**config.mk**
```make
export PLATFORM = sky130hd
export DESIGN_NAME = lfsr_sequence_controller
export DESIGN_NICKNAME = d
export VERILOG_FILES = /design/src/rtl/lfsr_sequence_controller.sv
export SDC_FILE = /design/constraint.sdc
export NUM_CORES = 1
export LEC_CHECK = 0
export CORE_ASPECT_RATIO = 0.8
export CORE_UTILIZATION = 45
export DETAILED_ROUTE_END_ITERATION = 8
export GPL_TIMING_DRIVEN = 0
export MAX_ROUTING_LAYER = met4
export PLACE_DENSITY = 0.81
export SETUP_SLACK_MARGIN = 0.5
export SLEW_MARGIN = 30
export SYNTH_ARGS = -nofsm -noshare
export SYNTH_HDL_FRONTEND = slang
export SYNTH_SLANG_ARGS = --single-unit
```
**constraint.sdc**
```tcl
create_clock -name clk -period 3.07 [get_ports clk]
set_input_delay 0.4605 -clock clk [delete_from_list [all_inputs] [get_ports clk]]
set_output_delay 0.4605 -clock clk [all_outputs]
set_load 0.03 [all_outputs]
```
**src/rtl/lfsr_sequence_controller.sv**
```systemverilog
// lfsr_sequence_controller
//   Command-driven sequencer around a W-bit Fibonacci LFSR. A SEED command
//   loads the LFSR (a zero seed is replaced by DEFAULT_SEED so the register
//   can never lock up at all-zero). A RUN command steps the LFSR N times,
//   streaming each pre-step state on a valid/ready output with full
//   backpressure. An abort ends a run early; done/aborted pulse on exit.
//
// Optional build macro: LFSR_PERIOD_CHECK_EN
//   When defined, the start state of each RUN is captured and period_hit
//   pulses the cycle after a step that lands back on that state. When not
//   defined, period_hit is tied to 0 and no capture register exists.
//
// Ports
//   clk, rst        : clock (rising edge), asynchronous active-low reset
//   cmd_valid/ready : command handshake; accepted only while idle
//   cmd_op          : 0 = SEED, 1 = RUN
//   cmd_seed        : seed value (SEED only)
//   cmd_count       : step count N (RUN only)
//   abort           : terminate the run in progress
//   out_valid/ready : output stream handshake; out_data = current LFSR state
//   busy            : controller not idle
//   done, aborted   : one-cycle end-of-run pulses (aborted coincides with done)
//   seed_fixup      : one-cycle pulse after a zero seed was substituted
//   period_hit      : one-cycle pulse after a full LFSR period (optional)
module lfsr_sequence_controller #(
  parameter int             W            = 3,
  parameter logic [W-1:0]   TAPS         = 'b011,
  parameter logic [W-1:0]   DEFAULT_SEED = 'b001,
  parameter int             CNT_W        = 8
) (
  input  logic             clk,
  input  logic             rst,
  input  logic             cmd_valid,
  output logic             cmd_ready,
  input  logic             cmd_op,
  input  logic [W-1:0]     cmd_seed,
  input  logic [CNT_W-1:0] cmd_count,
  input  logic             abort,
  output logic             out_valid,
  input  logic             out_ready,
  output logic [W-1:0]     out_data,
  output logic             busy,
  output logic             done,
  output logic             aborted,
  output logic             seed_fixup,
  output logic             period_hit
);

  typedef enum logic [1:0] {S_IDLE, S_RUN, S_DONE} state_t;

  state_t           state;
  logic [W-1:0]     lfsr;
  logic [CNT_W-1:0] remaining;
  logic [W-1:0]     lfsr_nxt;
  logic             step;
  logic             run_acc;

  // Feedback enters at the MSB; the register shifts toward bit 0.
  assign lfsr_nxt  = {^(lfsr & TAPS), lfsr[W-1:1]};

  assign cmd_ready = (state == S_IDLE) && rst;
  assign out_valid = (state == S_RUN);
  assign out_data  = lfsr;
  assign busy      = (state != S_IDLE);
  assign step      = out_valid && out_ready;
  assign run_acc   = (state == S_IDLE) && cmd_valid && cmd_op;

  always_ff @(posedge clk or negedge rst) begin
    if (!rst) begin
      state      <= S_IDLE;
      lfsr       <= DEFAULT_SEED;
      remaining  <= '0;
      done       <= 1'b0;
      aborted    <= 1'b0;
      seed_fixup <= 1'b0;
    end else begin
      done       <= 1'b0;
      aborted    <= 1'b0;
      seed_fixup <= 1'b0;
      case (state)
        S_IDLE: begin
          if (cmd_valid) begin
            if (!cmd_op) begin
              lfsr       <= (cmd_seed == '0) ? DEFAULT_SEED : cmd_seed;
              seed_fixup <= (cmd_seed == '0);
            end else if (cmd_count == '0) begin
              // Empty run: straight to the end-of-run cycle, no beats.
              state <= S_DONE;
              done  <= 1'b1;
            end else begin
              remaining <= cmd_count;
              state     <= S_RUN;
            end
          end
        end
        S_RUN: begin
          // A beat handshaken in the abort cycle still completes.
          if (out_ready) begin
            lfsr      <= lfsr_nxt;
            remaining <= remaining - CNT_W'(1);
          end
          if (abort) begin
            state   <= S_DONE;
            done    <= 1'b1;
            aborted <= 1'b1;
          end else if (out_ready && remaining == CNT_W'(1)) begin
            state <= S_DONE;
            done  <= 1'b1;
          end
        end
        S_DONE:  state <= S_IDLE;
        default: state <= S_IDLE;
      endcase
    end
  end

`ifdef LFSR_PERIOD_CHECK_EN
  logic [W-1:0] start_state;

  always_ff @(posedge clk or negedge rst) begin
    if (!rst) begin
      start_state <= DEFAULT_SEED;
      period_hit  <= 1'b0;
    end else begin
      if (run_acc) start_state <= lfsr;
      period_hit <= step && (lfsr_nxt == start_state);
    end
  end
`else
  assign period_hit = 1'b0;
`endif

endmodule

```
=== Yosys cells after proc, flatten, opt, wreduce, memory -nomap -nowiden ===
Index checks and enable logic that the tools add are counted.

* Bits in registers: 16

* Add/sub/neg operators: 1
* Equality and inequality tests: 8
* Mux-type cells: 27
* Reductions and logical operators: 11

{| class="wikitable"
|+ Operator list
! kind !! number
|-
| 8-bit 2-to-1 mux || 4
|-
| 8-bit one-hot mux with 2 select lines || 1
|-
| 3-bit 2-to-1 mux || 4
|-
| 1-bit 2-to-1 mux || 10
|-
| 2-bit 2-to-1 mux || 5
|-
| 8-bit by 1-bit equality test with 1-bit output, second input constant || 1
|-
| 8-bit logical NOT || 1
|-
| 2-bit inequality test, second input constant || 4
|-
| 8-bit by 1-bit subtractor with 8-bit output, second input constant || 1
|-
| 3-bit one-hot mux with 2 select lines || 1
|-
| 5-bit AND reduction || 1
|-
| 2-bit one-hot mux with 2 select lines || 1
|-
| 4-bit AND reduction || 1
|-
| 2-bit nonzero test || 2
|-
| 3-bit logical NOT || 1
|-
| 3-bit by 2-bit inequality test with 1-bit output, second input constant || 1
|-
| 3-bit AND reduction || 1
|-
| 3-bit XOR reduction || 1
|-
| 2-bit by 1-bit equality test with 1-bit output, second input constant || 1
|-
| 1-bit logical AND || 2
|-
| 2-bit logical NOT || 1
|-
| 2-bit by 1-bit inequality test with 1-bit output, second input constant || 1
|-
| 1-bit one-hot mux with 2 select lines || 1
|}

=== Depth between registers and ports, before layout ===
Gate-level depths: netlist of the first run.

* Depth in word-level cells: 5
* Gate-level depth with buffers: 7
* Mapped depth without buffers: 6

=== Worst setup path before layout of the first run ===
OpenSTA, ideal clock, no wires.

* Path type: input port to flip-flop
* From: input cmd_count[6]
* To: register remaining[1]
* Data arrival time: 1.311 ns
* Required time: 2.991 ns
* Setup slack: 1.679 ns
* Stages: 4
* Buffers on the path: 0
* Path through: nor4_4 a21oi_2 a21oi_4 mux2i_1

* Longest elaborated chain between the ends: 3

{| class="wikitable"
|+ Ends and longest elaborated chain
! element !! RTL line !! source
|-
| from (decl) || 37 || <nowiki>input logic [CNT_W-1:0] cmd_count,</nowiki>
|-
| 8-bit logical NOT || 86 || <nowiki>end else if (cmd_count == '0) begin</nowiki>
|-
| 2-bit inequality test (no line) || n/a ||
|-
| 5-bit AND reduction (no line) || n/a ||
|-
| to (signal assigned) || 91 || <nowiki>remaining <= cmd_count;</nowiki>
|-
| to (signal assigned) || 100 || <nowiki>remaining <= remaining - CNT_W'(1);</nowiki>
|-
| to (decl) || 53 || <nowiki>logic [CNT_W-1:0] remaining;</nowiki>
|}

Every way passes these cells.
A chain may end at the register's enable or synchronous reset.

=== Worst setup path in the final report of the first run ===
* From: register state[1]
* To: output cmd_ready

* Longest elaborated chain between the ends: 2

{| class="wikitable"
|+ Ends and longest elaborated chain
! element !! RTL line !! source
|-
| from (decl) || 51 || <nowiki>state_t state;</nowiki>
|-
| from (signal assigned) || 70 || <nowiki>state <= S_IDLE;</nowiki>
|-
| from (signal assigned) || 88 || <nowiki>state <= S_DONE;</nowiki>
|-
| from (signal assigned) || 92 || <nowiki>state <= S_RUN;</nowiki>
|-
| 2-bit logical NOT || 61 || <nowiki>assign cmd_ready = (state == S_IDLE) && rst;</nowiki>
|-
| 1-bit logical AND || 61 ||
|-
| to (decl) || 34 || <nowiki>output logic cmd_ready,</nowiki>
|}

Every way passes these cells.

==> flow_summary.toml, run 1 <==
[global_routing]
grt_pass1_vias = 840
grt_first_pass_wirelength_um = 3970
antenna_found_initial = 0
grt_remaining_overflow = 0
grt_max_degree = 18
grt_usage_pct = 24.7

[worst_setup_path]
cp_cell_sequence = "inv_1, and3_1, clkdlybuf4s50_1"
crit_path_end_kind = "output pin"
cp.required_ps = 2610
slowest_stage = "clkdlybuf4s50_1"
cpLargestDelayFamily = "buffers and inverters"
worstPathArrival_ps = 1830
critPathBufInv = 2
rr_worst_depth = 4
startpoint = "state[1]"
rr_startpoint = "remaining[4]"
rrSetupSlack_ps = 1530
criticalPathCategory = "reg -> out"
reg2reg_to = "remaining[7]"
worst_path_largest_cell_delay_ps = 670
path_max_fanout = 7
cp-start-kind = "flip-flop"

[clock_tree]
cts_sinks = 16
clkSlewWorstSetupHoldPaths_ps = 90
postCtsSetupBuffers = 0
cts-root-buf = "clkbuf_4"
cts-hold-fix-buffers = 0
clkLatencyLatePin_ps = 290
cts-htree-levels = 1
cts_buffer_depth = 2
numCtsBuffers = 3
cts_tree = "built"

[sta]
worst_slack_ps = 775
fin_skew_ps = 6.58
rsz0062_at_grt = "false"
period_share_pct = 74.8
max_freq_mhz = 436
drv_slew = 0
finalSetupViolations = 0
period_needed_ps = 2290
hold_viol = 0
fin_setup_tns_ps = 0

[job]
cap_violations = 0

[drt]
drt_wl_total_um = 2500
antenna_left = 0
wl_per_cell_um = 15.9
firstDrtPassIters = 4
post_drt_via_cell_ratio = 5.97
drt-initial-drc-count = 53
num_vias = 937
drc = 0

[placement]
gp_congestion = 0.872
io_buffers = 25
postPlaceCellArea_sq_um = 1280
hpwl_um = 1980
place_worst_setup_slack_ps = 192

[yosys]
synth_edf_count = 0
yosysWarnings = 0
seq_area_frac_synth_pct = 40.2
syn_area_per_cell_sq_um = 9.60
synth_ff_type = "dfrtp_1"
synth_area_sq_um = 998
async_flop_share_pct = 100
synth-seq-cells = 16
postSynthCellCount = 104
synth_cell_types = 39
synthesis.nets = 123

[floorplanning]
rows = 14
start_util_pct = 50.4
die_h_um = 44.1
die_area_sq_um = 2410
die_w_um = 54.7
io_pins = 27
coreArea_sq_um = 1980

[finish]
layout_commonest_cell = "clkdlybuf4s50_1"
diodes = 0
drive_gt1_share_pct = 13.5
areaGrowthSynthToFinish_pct = 31.2
fin_nets = 153
postLayoutCellArea_sq_um = 1310
final_util_pct = 66.2
layout_common_cells = "24 x clkdlybuf4s50_1, 15 x dfrtp_1, 9 x nand2_1"

[min_path]
hold_path_class = "in -> async"

[outcome]
status = "completed"

[power]
cellLeakagePower_nw = 0.522
peakVddDrop_mv = 0.557
powerDensity_nw_per_um2 = 674
-- power by group --
group,internal (W),switching (W)
Sequential,0.000282,0.0000656
Combinational,0.000175,0.000222
Clock,0.0000723,0.0000661
Total,0.000529,0.000353
-- metal layers --
metal	part of all wire, %	routed length (um)	global-route usage [%]	vias up
met4	0.72	18	8.21	0
li1	-	-	-	449
met5	0	0	-	-
met3	9.1	227	7.22	2
met1	45	1130	33.3	446
met2	45	1130	34.9	40
-- cell usage after synthesis, types with 2 or more instances --
cell / count / area share [%]
nor2_1: 7 / 2.6
nand2b_1: 2 / 1.3
nand2_1: 9 / 3.4
buf_4: 2 / 1.5
and2_1: 3 / 1.9
o2bb2ai_1: 3 / 2.6
dfrtp_1: 15 / 38
o22ai_1: 5 / 3.1
o21ai_0: 7 / 3.5
nor4_4: 2 / 4.3
nor3_1: 5 / 2.5
a31oi_1: 4 / 2.5
ha_1: 2 / 2.5
inv_1: 5 / 1.9
mux2i_1: 2 / 2.0
o211ai_1: 2 / 1.5
a21oi_1: 6 / 3.0
and3_1: 2 / 1.3
-- through the flow --
| step | total power (W) | hold slack [ps] | cells |
|---|---|---|---|
| 2_1_floorplan | 0.000599 | 165 | 104 |
| 3_3_place_gp | 0.000729 | 483 | 153 |
| 3_5_place_dp | 0.000744 | 484 | 153 |
| 4_1_cts | 0.000883 | 317 | 157 |
| 5_1_grt | 0.000941 | 105 | 157 |
| 6_report | 0.000883 | 77.1 | 157 |
-- state kept, by name, indices dropped and copies added, names as in the netlist --
| register | cells |
|---|---|
| done | 1 |
| out_data | 3 |
| remaining | 8 |
| state | 2 |
| aborted | 1 |
| seed_fixup | 1 |
-- what timing repair did --
action | 4_1_cts | 5_1_grt
resized for setup | 2 | 1
cloned | 0 | 0
setup endpoints to repair | 1 | 1
-- cell type report --
type                            count  area [sq um]
Clock buffer                        4          36.3
Timing Repair Buffer               25           245
Fill cell                         161           669
Inverter                            6          25.0
Sequential cell                    16           402
Buffer                              4          25.0
Tap cell                           24          30.0
Multi-Input combinational cell     78           547
-- how the worst max path moves through the flow --
stage	endpoint	slack (ps)	cells after the start
5_1_grt	cmd_ready	670	3
2_1_floorplan	remaining[1]	1680	4
3_5_place_dp	cmd_ready	190	3
6_report	cmd_ready	780	3
4_1_cts	cmd_ready	510	3
3_3_place_gp	cmd_ready	240	3
-- cells by family (layout without fill, tap and decap cells) --
logic type               Yosys count  count (layout)  share of synthesized area [%]
AO/OA/AOI/OAI                     37              37                           25.8
AND/OR/NAND/NOR                   35              35                           23.2
flip-flops                        16              16                           40.2
buffers and inverters             10              39                           5.01
adder cells (fa/ha/maj)            2               2                           2.51
multiplexers                       2               2                           2.01
other                              1               1                          0.376
XOR/XNOR                           1               1                          0.877
-- worst register-to-register path: stages, from the launching register on --
cell	delay [ps]
dfrtp_1	420
nor3_1	440
nand2_1	160
o31ai_1	280
o22ai_1	130
Power figures use the tool's default switching activity.
==> run 2, diff against run 1 <==
==> constraint.sdc (replaced) <==
create_clock -name clk -period 2.4 [get_ports clk]
set_input_delay 0.36 -clock clk [delete_from_list [all_inputs] [get_ports clk]]
set_output_delay 0.36 -clock clk [all_outputs]
set_load 0.03 [all_outputs]
==> run 2 against run 1 <==
Net effect:
- via count up 0.43%
- design area down 0.19%
- sequential share of layout area up 0.059 points
- critical path type unchanged
==> flow_summary.toml, run 2 (synthesis gave the netlist of run 1 again) <==
[placement]
gp_congestion = 0.872
hpwl_um = 1980
dpl.cell_count = 153
io_buffers = 25
place_worst_setup_slack_ps = -277

[power]
finalPower_w = 0.00112
combPwrFrac_pct = 44.5
switchingPower_w = 0.000451
peakVddDrop_mv = 0.712
seq_power_share_pct = 39.7
pwr-share-clk_pct = 15.8
switching_share_pct = 40.3
powerDensity_nw_per_um2 = 857
cellLeakagePower_nw = 0.537
power.internal_w = 0.000669

[drt]
drc = 0
drt-initial-drc-count = 52
post_drt_via_cell_ratio = 5.99
firstDrtPassIters = 4
num_vias = 941
antenna_left = 0
drt_wl_total_um = 2520
wl_per_cell_um = 16.0

[worst_setup_path]
rr_startpoint = "remaining[4]"
cp.required_ps = 2040
worstPathArrival_ps = 1410
startpoint = "state[1]"
criticalPathCategory = "reg -> out"
rr_worst_depth = 4
cp-start-kind = "flip-flop"
crit_path_end_kind = "output pin"
path_max_fanout = 7

[min_path]
hold_path_class = "in -> async"

[clock_tree]
cts-hold-fix-buffers = 0
numCtsBuffers = 3
cts_tree = "built"
clkLatencyLatePin_ps = 290
cts_buffer_depth = 2
clkSlewWorstSetupHoldPaths_ps = 90
cts-htree-levels = 1
cts_sinks = 16
cts-root-buf = "clkbuf_4"
postCtsSetupBuffers = 0

[sta]
period_share_pct = 73.6
max_freq_mhz = 566
finalSetupViolations = 0
fin_setup_tns_ps = 0
hold_viol = 0
rsz0062_at_grt = "false"
fin_skew_ps = 5.50
slew_headroom_pct = 66.8
drv_slew = 0
worst_slew_pin_slew_ps = 494
period_needed_ps = 1770
hold_ws_ps = 78.5
worst_slack_ps = 634

[finish]
multi_input_area_sq_um = 547
regArea_sq_um = 402
layout_commonest_cell = "clkdlybuf4s50_1"
regMostFlops = "remaining"
nFillCells = 163
diodes = 0
layout_common_cells = "20 x clkdlybuf4s50_1, 15 x dfrtp_1, 9 x nand2_1"
areaGrowthSynthToFinish_pct = 31.0
stdcell_count = 157
drive_gt1_share_pct = 15.0
fin_nets = 153
largest_reg_flops = 8

[floorplanning]
coreArea_sq_um = 1980
die_w_um = 54.7
die_h_um = 44.1
die_area_sq_um = 2410
start_util_pct = 50.4
rows = 14
io_pins = 27

[global_routing]
grt_pass1_vias = 840
antenna_found_initial = 0
grt_max_degree = 18
grt_first_pass_wirelength_um = 3970
grt_usage_pct = 24.7
grt_remaining_overflow = 0

[outcome]
status = "completed"

[job]
cap_violations = 0
-- run 2: cell types whose count changed in the layout (fill, tap and decap cells not counted), sizes merged --
cell and delta:
clkdlybuf4s15 +1, dlymetal6s2s +1, clkbuf +1, clkdlybuf4s50 -4
dlygate4sd2 +1
-- run 2: per-layer routing --
layer	routed length (um)	vias to the layer above	part of all wire, %	track usage (%)
li1	-	448	-	-
met1	1130	449	45	33.3
met2	1140	42	45	34.9
met3	230	2	9.1	7.22
met4	18	0	0.72	8.21
met5	0	-	0	-
-- run 2: metrics by stage --
stage	util [%]	area, sq um
final	66.1	1310
after CTS	66.4	1310
after global placement	64.6	1280
after floorplan	-	998
after detailed placement	64.6	1280
after global routing	66.1	1310
-- run 2: final timing paths --
kind | end | slack [ps]
min | done | 80
max in group asynchronous | out_data[0] | 2000
max reg2reg | remaining[7] | 850
max | busy | 630
min in group clk | state[0] | 500
min reg2reg | state[0] | 500
-- run 2: what timing repair did --
action	in CTS	in global routing
hold endpoints to repair	0	0
resized for setup	7	4
endpoints found under the setup margin	3	3
-- run 2: final cells by class --
cell class,count,share of cell area (%)
Multi-Input combinational cell,78,41.8
Sequential cell,16,30.7
Timing Repair Buffer,25,18.6
Clock buffer,4,2.78
Tap cell,24,2.30
Buffer,4,1.91
Inverter,6,1.91
-- run 2: power by group through the flow --
| stage | clock network (W) | logic, W | registers (W) |
|---|---|---|---|
| floorplan | 0 | 0.000289 | 0.000477 |
| global placement | 0 | 0.000489 | 0.000444 |
| detailed placement | 0 | 0.000503 | 0.000448 |
| CTS | 0.000181 | 0.000501 | 0.000442 |
| global route | 0.000193 | 0.000547 | 0.000456 |
| finish | 0.000177 | 0.000499 | 0.000445 |
-- run 2: critical path, cell delays in order, from the launching register on --
cell and delay [ps]:
dfrtp_1 420, inv_1 230, nand2_1 110, dlygate4sd2_1 360
==> run 3, diff against run 2 <==
--- a/config.mk
+++ b/config.mk
@@ -6,11 +6,11 @@
 export NUM_CORES = 1
 export LEC_CHECK = 0
 export CORE_ASPECT_RATIO = 0.8
-export CORE_UTILIZATION = 45
+export CORE_UTILIZATION = 42
 export DETAILED_ROUTE_END_ITERATION = 8
 export GPL_TIMING_DRIVEN = 0
 export MAX_ROUTING_LAYER = met4
-export PLACE_DENSITY = 0.81
+export PLACE_DENSITY = 0.8
 export SETUP_SLACK_MARGIN = 0.5
 export SLEW_MARGIN = 30
 export SYNTH_ARGS = -nofsm -noshare
==> constraint.sdc (replaced) <==
create_clock -name clk -period 1.4 [get_ports clk]
set_input_delay 0.21 -clock clk [delete_from_list [all_inputs] [get_ports clk]]
set_output_delay 0.21 -clock clk [all_outputs]
set_load 0.03 [all_outputs]
==> run 3 against run 2 <==
Net effect:
- sequential cell count did not move
- the run now ends with hold timing, setup timing left
- largest power group unchanged
- design area rose by 39%
- first-iteration DRC count rose by 52%
- largest cell class unchanged
- utilization rose by 17 points
- critical endpoint is now state[0]
- non-clock buffer count rose by 27
- cell count rose by 18%
==> flow_summary.toml, run 3 (synthesis gave the netlist of run 1 again) <==
[sta]
fin_setup_tns_ps = -259
hold_viol = 15
hold_ws_ps = -67.4
worst_slack_ps = -57.4
rsz0062_at_grt = "true"
fin_skew_ps = 4.02
max_freq_mhz = 686
finalSetupViolations = 6
period_needed_ps = 1460
period_share_pct = 104
drv_slew = 0

[drt]
drc = 0
drt_wl_total_um = 3860
drt-initial-drc-count = 79
antenna_left = 0
wl_per_cell_um = 20.9
firstDrtPassIters = 4
post_drt_via_cell_ratio = 6.28
num_vias = 1161

[worst_setup_path]
rrSetupSlack_ps = -60
criticalPathCategory = "reg -> reg"
worstPathArrival_ps = 1690
worst_path_largest_cell_delay_ps = 460
cpLargestDelayFamily = "flip-flops"
slowest_stage = "dfrtp_2"
cp_cell_sequence = "buf_6, ha_4, nor4b_4, a31oi_2, a21oi_2, nor2_1"
reg2reg_to = "state[0]"
crit_path_end_kind = "flip-flop"
cp-start-kind = "flip-flop"
critPathBufInv = 1
rr_worst_depth = 6
path_max_fanout = 3
cp.required_ps = 1640
rr_startpoint = "remaining[0]"

[placement]
io_buffers = 25
hpwl_um = 1960
postPlaceCellArea_sq_um = 1360
place_worst_setup_slack_ps = -990
gp_congestion = 0.841

[clock_tree]
cts_sinks = 16
cts_buffer_depth = 2
numCtsBuffers = 3
clkSlewWorstSetupHoldPaths_ps = 100
cts-htree-levels = 1
cts-root-buf = "clkbuf_4"
cts_tree = "built"
clkLatencyLatePin_ps = 310

[floorplanning]
die_w_um = 56.5
rows = 15
coreArea_sq_um = 2200
die_area_sq_um = 2580
io_pins = 27
die_h_um = 45.6
start_util_pct = 45.5

[power]
peakVddDrop_mv = 1.12
powerDensity_nw_per_um2 = 1530
cellLeakagePower_nw = 0.752
finalPower_w = 0.00278

[finish]
postLayoutCellArea_sq_um = 1820
drive_gt1_share_pct = 58.1
layout_common_cells = "20 x buf_4, 17 x buf_6, 12 x dfrtp_1"
regMostFlops = "remaining"
layout_commonest_cell = "buf_4"
fin_nets = 180
regArea_sq_um = 405
multi_input_area_sq_um = 782
largest_reg_flops = 8
diodes = 0
nFillCells = 126
final_util_pct = 82.8
areaGrowthSynthToFinish_pct = 82.2

[job]
cap_violations = 0

[outcome]
violations = "hold timing, setup timing"
status = "finished with violations"

[global_routing]
grt_max_degree = 18
antenna_found_initial = 0
grt_usage_pct = 29.8
grt_first_pass_wirelength_um = 5380
grt_pass1_vias = 1114
grt_remaining_overflow = 0

[min_path]
hold_path_class = "in -> async"
==> run 3: changes by cell type in the layout (fill, tap and decap cells not counted), sizes merged <==
cell and delta:
buf +37, clkbuf -3, clkdlybuf4s15 +2, clkdlybuf4s50 -17, dlygate4sd2 +9, dlymetal6s2s -1
==> run 3: repair_timing <==
action | 4_1_cts | 5_1_grt
buffers inserted | 19 | 8
resized for setup | 121 | 15
pin swaps | 17 | 7
hold endpoints to repair | 15 | 15
setup endpoints to repair | 31 | 25
==> run 3: where the power goes <==
group | internal (W) | switching (W)
Clock | 0.000159 | 0.000170
Sequential | 0.000624 | 0.000239
Combinational | 0.000810 | 0.000779
==> run 3: area by class of cell <==
cell class                 count  share of cell area (%)
buffer                         4                    2.34
sequential                    16                    22.3
multi-input combinational     78                    43.0
clock buffer                   4                    1.99
tap                           25                    1.72
inverter                       6                    2.06
timing repair buffer          52                    26.6
==> run 3: metrics by stage <==
step           hold WS, ps  cells
6_report             -67.4    185
5_1_grt              -41.4    185
4_1_cts              -59.8    177
3_5_place_dp           504    154
3_3_place_gp           481    154
2_1_floorplan        -85.6    104
==> run 3: worst max path at each step <==
stage / from / to / depth (start not counted)
3_5_place_dp: rst / cmd_ready / 3
6_report: remaining[0] / state[0] / 6
4_1_cts: state[1] / out_valid / 4
2_1_floorplan: state[0] / remaining[7] / 7
3_3_place_gp: rst / cmd_ready / 3
5_1_grt: remaining[0] / state[0] / 6
==> run 3: routing by layer <==
metal | track usage, % | wire length (um)
met3 | 8.52 | 341
met1 | 34.7 | 1460
met5 | - | 0
met4 | 13.7 | 147
met2 | 48.5 | 1910
